$ cat config.mk
export PLATFORM = sky130hd
export DESIGN_NAME = frame_fetch_ctrl_flat
export DESIGN_NICKNAME = d
export VERILOG_FILES = /design/src/rtl/frame_fetch_if.sv /design/src/rtl/frame_fetch_ctrl.sv /design/src/flat_wrapper.sv
export SDC_FILE = /design/constraint.sdc
export NUM_CORES = 1
export LEC_CHECK = 0
export CORE_ASPECT_RATIO = 1.2
export CORE_MARGIN = 8
export CORE_UTILIZATION = 55
export DETAILED_ROUTE_END_ITERATION = 10
export PLACE_DENSITY = 0.9
export SETUP_SLACK_MARGIN = 0.4
export SLEW_MARGIN = 20
export SYNTH_ARGS = -nofsm -noshare
export SYNTH_HDL_FRONTEND = slang
export SYNTH_SLANG_ARGS = --single-unit
export TNS_END_PERCENT = 20
$ cat constraint.sdc
create_clock -name clk -period 3.6 [get_ports clk]
set_input_delay 0.54 -clock clk [delete_from_list [all_inputs] [get_ports clk]]
set_output_delay 0.54 -clock clk [all_outputs]
set_load 0.01 [all_outputs]
$ cat src/rtl/frame_fetch_if.sv
// ---------------------------------------------------------------------------
// frame_fetch_if
// Groups the frame-feed handshake, the src_rom read port and the outgoing
// pixel stream of frame_fetch_ctrl into one bundle.
//
// Signals (directions as seen from the controller, modport master):
//   go        in   start-of-frame pulse
//   ready     out  one-cycle "frame fully delivered" pulse
//   busy      out  high from accepted go through the ready pulse
//   rom_en    out  src_rom read enable
//   rom_addr  out  src_rom read address
//   rom_data  in   src_rom read data, valid one cycle after rom_en
//   px_data   out  pixel value
//   px_valid  out  pixel valid
//   px_ready  in   downstream accept
//   px_sof    out  first pixel of frame
//   px_eol    out  last pixel of a row
//   px_eof    out  last pixel of frame
//
// The slave modport is the environment side: the feed logic, the ROM and
// the downstream line buffer.
// ---------------------------------------------------------------------------
interface frame_fetch_if #(
  parameter int DATA_W = 8,
  parameter int ADDR_W = 10
);
  logic              go;
  logic              ready;
  logic              busy;
  logic              rom_en;
  logic [ADDR_W-1:0] rom_addr;
  logic [DATA_W-1:0] rom_data;
  logic [DATA_W-1:0] px_data;
  logic              px_valid;
  logic              px_ready;
  logic              px_sof;
  logic              px_eol;
  logic              px_eof;

  modport master (
    input  go, rom_data, px_ready,
    output ready, busy, rom_en, rom_addr,
           px_data, px_valid, px_sof, px_eol, px_eof
  );

  modport slave (
    output go, rom_data, px_ready,
    input  ready, busy, rom_en, rom_addr,
           px_data, px_valid, px_sof, px_eol, px_eof
  );
endinterface

$ cat src/rtl/frame_fetch_ctrl.sv
// ---------------------------------------------------------------------------
// frame_fetch_ctrl
// On a one-cycle go pulse, reads one IMG_W x IMG_H frame from src_rom in
// raster order and streams it out as a valid/ready pixel stream with
// sof/eol/eof markers. Pulses ready once the eof pixel has been accepted.
//
// Ports:
//   clk   system clock, all logic on the rising edge
//   rst   synchronous active-high reset; aborts any frame in progress
//   bus   frame_fetch_if.master: go/ready/busy handshake, src_rom read
//         port (rom_en/rom_addr/rom_data) and the pixel stream
//         (px_data/px_valid/px_ready/px_sof/px_eol/px_eof)
//
// Datapath:
//   A word read from the ROM is "in flight" during the cycle after rom_en
//   and is presented on the stream that same cycle when the output buffer
//   is empty (pass-through). If it is not accepted it drops into a 2-entry
//   buffer; the buffer head is always presented first. A new read is only
//   issued when buffered + in-flight words leave room for it, so the
//   buffer can never overflow and nothing is dropped or duplicated.
//   The sof/eol/eof markers are computed when the address is issued and
//   travel with the word through the pipeline and the buffer.
// ---------------------------------------------------------------------------
module frame_fetch_ctrl #(
  parameter int IMG_W  = 28,
  parameter int IMG_H  = 28,
  parameter int DATA_W = 8,
  parameter int ADDR_W = 10
) (
  input  logic           clk,
  input  logic           rst,
  frame_fetch_if.master  bus
);

  localparam int TOTAL = IMG_W * IMG_H;
  localparam int CW    = (IMG_W > 1) ? $clog2(IMG_W) : 1;
  localparam int RWID  = $clog2(IMG_H + 1);
  localparam int AW1   = ADDR_W + 1;
  // buffered word = pixel data plus {sof, eol, eof}
  localparam int WW    = DATA_W + 3;

  localparam logic [CW-1:0]   COL_LAST = CW'(IMG_W - 1);
  localparam logic [RWID-1:0] ROW_LAST = RWID'(IMG_H - 1);
  localparam logic [AW1-1:0]  ADDR_END = AW1'(TOTAL);

  typedef enum logic [1:0] {
    S_IDLE  = 2'd0,
    S_FETCH = 2'd1,
    S_DRAIN = 2'd2,
    S_DONE  = 2'd3
  } state_t;

  // control state
  state_t            state_q, state_d;
  logic              rom_en_q, rom_en_d;
  logic [ADDR_W-1:0] rom_addr_q, rom_addr_d;
  logic [AW1-1:0]    rd_addr_q, rd_addr_d;     // next address to issue
  logic [CW-1:0]     col_q, col_d;             // column of next address
  logic [RWID-1:0]   row_q, row_d;             // row of next address
  logic              ready_q, ready_d;
  logic              busy_q, busy_d;

  // markers of the read issued this cycle / of the word arriving this cycle
  logic [2:0]        iss_flags_q, iss_flags_d;
  logic [2:0]        pend_flags_q, pend_flags_d;
  logic              pend_q, pend_d;           // a ROM word arrives this cycle

  // 2-entry output buffer, entry 0 is the head
  logic [WW-1:0]     buf_q [2];
  logic [WW-1:0]     buf_d [2];
  logic [1:0]        cnt_q, cnt_d;

  // combinational helpers
  logic [WW-1:0]     in_word;
  logic [WW-1:0]     head_word;
  logic              px_valid;
  logic              xfer;
  logic              pop;
  logic              push;
  logic [1:0]        wr_idx;
  logic              issue;
  logic [AW1-1:0]    iss_a;
  logic [CW-1:0]     iss_c;
  logic [RWID-1:0]   iss_r;

  // -------------------------------------------------------------------------
  // Output stream and buffer bookkeeping
  // -------------------------------------------------------------------------
  always_comb begin
    in_word   = {bus.rom_data, pend_flags_q};
    px_valid  = (cnt_q != 2'd0) | pend_q;
    head_word = (cnt_q != 2'd0) ? buf_q[0] : in_word;
    xfer      = px_valid & bus.px_ready;
    pop       = xfer & (cnt_q != 2'd0);
    // the arriving word is stored unless it went straight out this cycle
    push      = pend_q & ~(xfer & (cnt_q == 2'd0));
    wr_idx    = cnt_q - {1'b0, pop};

    buf_d[0] = buf_q[0];
    buf_d[1] = buf_q[1];
    if (pop) begin
      buf_d[0] = buf_q[1];
    end
    if (push) begin
      if (wr_idx == 2'd0) begin
        buf_d[0] = in_word;
      end else begin
        buf_d[1] = in_word;
      end
    end
    cnt_d = cnt_q + {1'b0, push} - {1'b0, pop};
  end

  assign bus.px_valid = px_valid;
  assign bus.px_data  = px_valid ? head_word[WW-1:3] : '0;
  assign bus.px_sof   = px_valid & head_word[2];
  assign bus.px_eol   = px_valid & head_word[1];
  assign bus.px_eof   = px_valid & head_word[0];
  assign bus.rom_en   = rom_en_q;
  assign bus.rom_addr = rom_addr_q;
  assign bus.ready    = ready_q;
  assign bus.busy     = busy_q;

  // -------------------------------------------------------------------------
  // Sequencer and read issue
  // -------------------------------------------------------------------------
  always_comb begin
    state_d      = state_q;
    rom_en_d     = 1'b0;
    rom_addr_d   = rom_addr_q;
    rd_addr_d    = rd_addr_q;
    col_d        = col_q;
    row_d        = row_q;
    iss_flags_d  = iss_flags_q;
    ready_d      = 1'b0;
    busy_d       = busy_q;
    // the word read this cycle arrives next cycle, markers follow it
    pend_d       = rom_en_q;
    pend_flags_d = iss_flags_q;

    issue = 1'b0;
    iss_a = rd_addr_q;
    iss_c = col_q;
    iss_r = row_q;

    case (state_q)
      S_IDLE: begin
        busy_d = 1'b0;
        if (bus.go) begin
          state_d = S_FETCH;
          busy_d  = 1'b1;
          issue   = 1'b1;
          iss_a   = '0;
          iss_c   = '0;
          iss_r   = '0;
        end
      end
      S_FETCH: begin
        if (rd_addr_q == ADDR_END) begin
          state_d = S_DRAIN;
        end else if ((cnt_d + {1'b0, rom_en_q}) < 2'd2) begin
          // room for the returning word even if nothing drains meanwhile
          issue = 1'b1;
        end
      end
      S_DRAIN: begin
        if (xfer && head_word[0]) begin
          state_d = S_DONE;
          ready_d = 1'b1;
        end
      end
      S_DONE: begin
        state_d = S_IDLE;
        busy_d  = 1'b0;
      end
      default: begin
        state_d = S_IDLE;
        busy_d  = 1'b0;
      end
    endcase

    if (issue) begin
      rom_en_d    = 1'b1;
      rom_addr_d  = iss_a[ADDR_W-1:0];
      rd_addr_d   = iss_a + 1'b1;
      iss_flags_d = {(iss_r == '0) && (iss_c == '0),
                     (iss_c == COL_LAST),
                     (iss_r == ROW_LAST) && (iss_c == COL_LAST)};
      if (iss_c == COL_LAST) begin
        col_d = '0;
        row_d = iss_r + 1'b1;
      end else begin
        col_d = iss_c + 1'b1;
        row_d = iss_r;
      end
    end
  end

  always_ff @(posedge clk) begin
    if (rst) begin
      state_q      <= S_IDLE;
      rom_en_q     <= 1'b0;
      rom_addr_q   <= '0;
      rd_addr_q    <= '0;
      col_q        <= '0;
      row_q        <= '0;
      ready_q      <= 1'b0;
      busy_q       <= 1'b0;
      iss_flags_q  <= '0;
      pend_flags_q <= '0;
      pend_q       <= 1'b0;
      cnt_q        <= '0;
    end else begin
      state_q      <= state_d;
      rom_en_q     <= rom_en_d;
      rom_addr_q   <= rom_addr_d;
      rd_addr_q    <= rd_addr_d;
      col_q        <= col_d;
      row_q        <= row_d;
      ready_q      <= ready_d;
      busy_q       <= busy_d;
      iss_flags_q  <= iss_flags_d;
      pend_flags_q <= pend_flags_d;
      pend_q       <= pend_d;
      cnt_q        <= cnt_d;
    end
  end

  genvar gi;
  generate
    for (gi = 0; gi < 2; gi++) begin : g_buf
      always_ff @(posedge clk) begin
        if (rst) begin
          buf_q[gi] <= '0;
        end else begin
          buf_q[gi] <= buf_d[gi];
        end
      end
    end
  endgenerate

endmodule
$ cat src/flat_wrapper.sv
// flat-port wrapper written by rule: the top's interface ports become plain ports
module frame_fetch_ctrl_flat 
#(
  parameter int IMG_W  = 28,
  parameter int IMG_H  = 28,
  parameter int DATA_W = 8,
  parameter int ADDR_W = 10
)
  (clk, rst, bus_go, bus_rom_data, bus_px_ready, bus_ready, bus_busy, bus_rom_en, bus_rom_addr, bus_px_data, bus_px_valid, bus_px_sof, bus_px_eol, bus_px_eof);
  frame_fetch_if #(.DATA_W(DATA_W), .ADDR_W(ADDR_W)) bus_i ();
  input  logic clk;
  input  logic rst;
  input wire logic [$bits(bus_i.go)-1:0] bus_go;
  input wire logic [$bits(bus_i.rom_data)-1:0] bus_rom_data;
  input wire logic [$bits(bus_i.px_ready)-1:0] bus_px_ready;
  output wire logic [$bits(bus_i.ready)-1:0] bus_ready;
  output wire logic [$bits(bus_i.busy)-1:0] bus_busy;
  output wire logic [$bits(bus_i.rom_en)-1:0] bus_rom_en;
  output wire logic [$bits(bus_i.rom_addr)-1:0] bus_rom_addr;
  output wire logic [$bits(bus_i.px_data)-1:0] bus_px_data;
  output wire logic [$bits(bus_i.px_valid)-1:0] bus_px_valid;
  output wire logic [$bits(bus_i.px_sof)-1:0] bus_px_sof;
  output wire logic [$bits(bus_i.px_eol)-1:0] bus_px_eol;
  output wire logic [$bits(bus_i.px_eof)-1:0] bus_px_eof;
  assign bus_i.go = bus_go;
  assign bus_i.rom_data = bus_rom_data;
  assign bus_i.px_ready = bus_px_ready;
  assign bus_ready = bus_i.ready;
  assign bus_busy = bus_i.busy;
  assign bus_rom_en = bus_i.rom_en;
  assign bus_rom_addr = bus_i.rom_addr;
  assign bus_px_data = bus_i.px_data;
  assign bus_px_valid = bus_i.px_valid;
  assign bus_px_sof = bus_i.px_sof;
  assign bus_px_eol = bus_i.px_eol;
  assign bus_px_eof = bus_i.px_eof;
  frame_fetch_ctrl #(.IMG_W(IMG_W), .IMG_H(IMG_H), .DATA_W(DATA_W), .ADDR_W(ADDR_W)) u_core (.clk(clk), .rst(rst), .bus(bus_i));
endmodule
==> results.toml <==
[synthesis]
synth.distinct_cells = 51
synth_compound_area_frac = 0.159
yosys.area_share.simple = 0.271
synthAdderAreaFrac = 0.0416
synth_edf_count = 0
avgSynthCellArea_um2 = 8.37
synth_seq_cells = 67
synth-xor-area-share = 0.0170
synth-main-ff-cell = "dfxtp_1"
synthMuxAreaShare = 0.0579
synth_top_family_by_area = "simple AND/OR/NAND/NOR gates"
netlist_instances = 395
async_reset_ff_frac = 0
ys.warnings.count = 0
yosysSeqAreaShare = 0.406
syn_nets = 418
syn_area_mm2 = 0.00331

[clocking]
cts_num_sinks = 67
cts_tree = "done"
insertion_delay_ns = 0.34
post_cts_resized = 0
root_buffer = "clkbuf_8"
numCtsBuffers = 9
post-cts-setup-buffers = 0
holdBufCountCts = 0
clk_pin_slew_ns = 0.07
htreeDepth = 3
clock_path_buffers = 2

[sta]
rsz0062_at_grt = "false"
finalSetupViolations = 0
finalMaxSlewViolations = 0
fin_crit_sh = 0.788
max-slew-margin-rel = 0.422
period_needed_ns = 2.84
fin_hold_ws_ns = 0.463
finalSetupTns_ns = 0
fin_skew_ns = 0.00841
hold_violations = 0
clock.fmax_ghz = 0.352
worstMarginPinSlew_ns = 0.867

[detailed_routing]
wl_um = 8090
drt-pass1-iter-count = 5
drc = 0
drt_iter0_drc = 165
drtAntennaViolNets = 0
vias = 3092
routed_via_density = 6.05
wl_per_cell_um = 15.8

[floorplan]
top_level_ports = 37
rows = 31
die_h_um = 101
fp.coreArea_mm2 = 0.00593
start_util = 0.557
fp.dieArea_mm2 = 0.00876
die_w_um = 86.8

[global_route]
gr-usage-met1 = 0.200
grt_max_degree = 30
use_met2 = 0.354
grt-busiest-layer = "met2"
grt_use_total = 0.193
met3_usage = 0.0343
globalRouteOverflowTotal = 0
grt_pass1_vias = 3033
antenna_found_initial = 0
grt_pass1_wl_um = 13600

[outcome]
status = "finished clean"

[worst_setup_path]
worstSetupPathType = "in -> reg"
crit_fanout = 19
start_kind = "input pin"
r2r_end = "u_core.row_q[0]"
setup.worst_path.end_class = "register"
reg2reg_from = "u_core.state_q[0]"
required_ns = 3.87
rrSetupSlack_ns = 0.84
crit_arrival_ns = 3.10
r2r_cells = 10

[layout]
utilization = 0.657
final_area_mm2 = 0.00390
syn2layout_area_growth_pct = 18.0
diodes = 0
nets = 447
drive_gt1_frac = 0.0769

[min_path]
holdPathStages = 1
hold_start = "u_core.iss_flags_q[0]"
min_path_type = "reg -> reg"
holdPathEnd = "u_core.pend_flags_q[0]"

[placement]
hpwl_um = 5620
place.gp.congestion = 0.900
port_buffers = 36
post_dp_cell_area_mm2 = 0.00372

[power]
power_density_mw_per_mm2 = 509
peakVddDrop_uv = 276
power_mw = 1.99
p_leak_nw = 1.51

[job]
max-cap-violations = 0
## logic make-up (layout without fill, tap and decap cells)
| kind of cell | count (synthesis) | in the layout |
|---|---|---|
| mux | 19 | 19 |
| compound gates | 77 | 77 |
| simple gates | 179 | 179 |
| buf+inv | 39 | 73 |
| flops | 67 | 67 |
| fa+ha+maj | 11 | 11 |
| xor+xnor | 3 | 3 |
## through the flow
step / cells / setup slack, ns
2_1_floorplan: 395 / 1.04
3_3_place_gp: 495 / 0.535
3_5_place_dp: 495 / 0.406
4_1_cts: 511 / 0.773
5_1_grt: 511 / 0.558
6_report: 511 / 0.763
## state kept, by name, indices dropped and copies added, names as in the netlist, 2 cells and up
name / count
u_core.buf_q: 22
u_core.bus.rom_addr: 10
u_core.cnt_q: 2
u_core.col_q: 5
u_core.iss_flags_q: 3
u_core.pend_flags_q: 3
u_core.rd_addr_q: 11
u_core.row_q: 5
u_core.state_q: 2
## synthesized netlist by cell type, types with 7 or more instances
library cell	n	area, um2
nand3_1	41	205
inv_1	11	41.3
nand4_1	8	50.1
o21ai_0	14	70.1
nor2_1	35	131
a21oi_1	21	105
nand2_1	51	191
ha_1	11	138
dfxtp_1	67	1340
clkbuf_1	20	75.1
mux2i_1	18	180
a311oi_1	13	114
or3_1	7	43.8
## final cells by class
type / instances / area, um2
sequential: 67 / 1340
clock inverter: 5 / 27.5
fill: 475 / 2030
multi-input combinational: 289 / 1810
timing repair buffer: 45 / 428
inverter: 12 / 45.0
tap: 82 / 103
clock buffer: 11 / 151
## worst max-delay path by stage
stage | startpoint | to | cells past startpoint
floorplan | u_core.state_q[0] | u_core.row_q[0] | 11
global placement | bus_px_ready | u_core.rd_addr_q[10] | 8
detailed placement | bus_px_ready | u_core.rd_addr_q[10] | 8
CTS | bus_px_ready | u_core.rd_addr_q[10] | 8
global route | bus_px_ready | u_core.rd_addr_q[10] | 8
finish | bus_px_ready | u_core.rd_addr_q[10] | 8
## power by group
part	switching, mW	internal, mW	leakage [nW]
logic	0.342	0.209	0.870
clock network	0.284	0.282	0.0949
registers	0.0641	0.805	0.543
## layer usage
metal	vias up	wire (um)
li1	1497	-
met1	1478	3170
met2	101	4320
met3	16	432
met4	0	161
met5	-	0
## worst max-delay path, stage by stage
cell,delay (ns)
clkdlybuf4s50_1,0.55
nor2b_4,0.21
a21o_1,0.13
ha_1,0.21
xor3_2,0.62
buf_4,0.26
nor4_1,0.33
mux2i_1,0.24
## cells in the final DEF, fill, tap and decap left out, types with 6 or more instances in the layout
master	netlist	routed
a21oi_1	21	21
a311oi_1	13	13
buf_4	0	9
clkbuf_8	0	11
clkdlybuf4s50_1	0	36
dfxtp_1	67	67
ha_1	11	11
inv_1	11	11
mux2i_1	18	18
nand2_1	51	51
nand3_1	41	41
nand4_1	8	8
nor2_1	35	35
nor2b_1	6	6
o21ai_0	14	13
or3_1	7	7
or4_1	6	6
No activity file was read; power rests on OpenSTA's default activity.
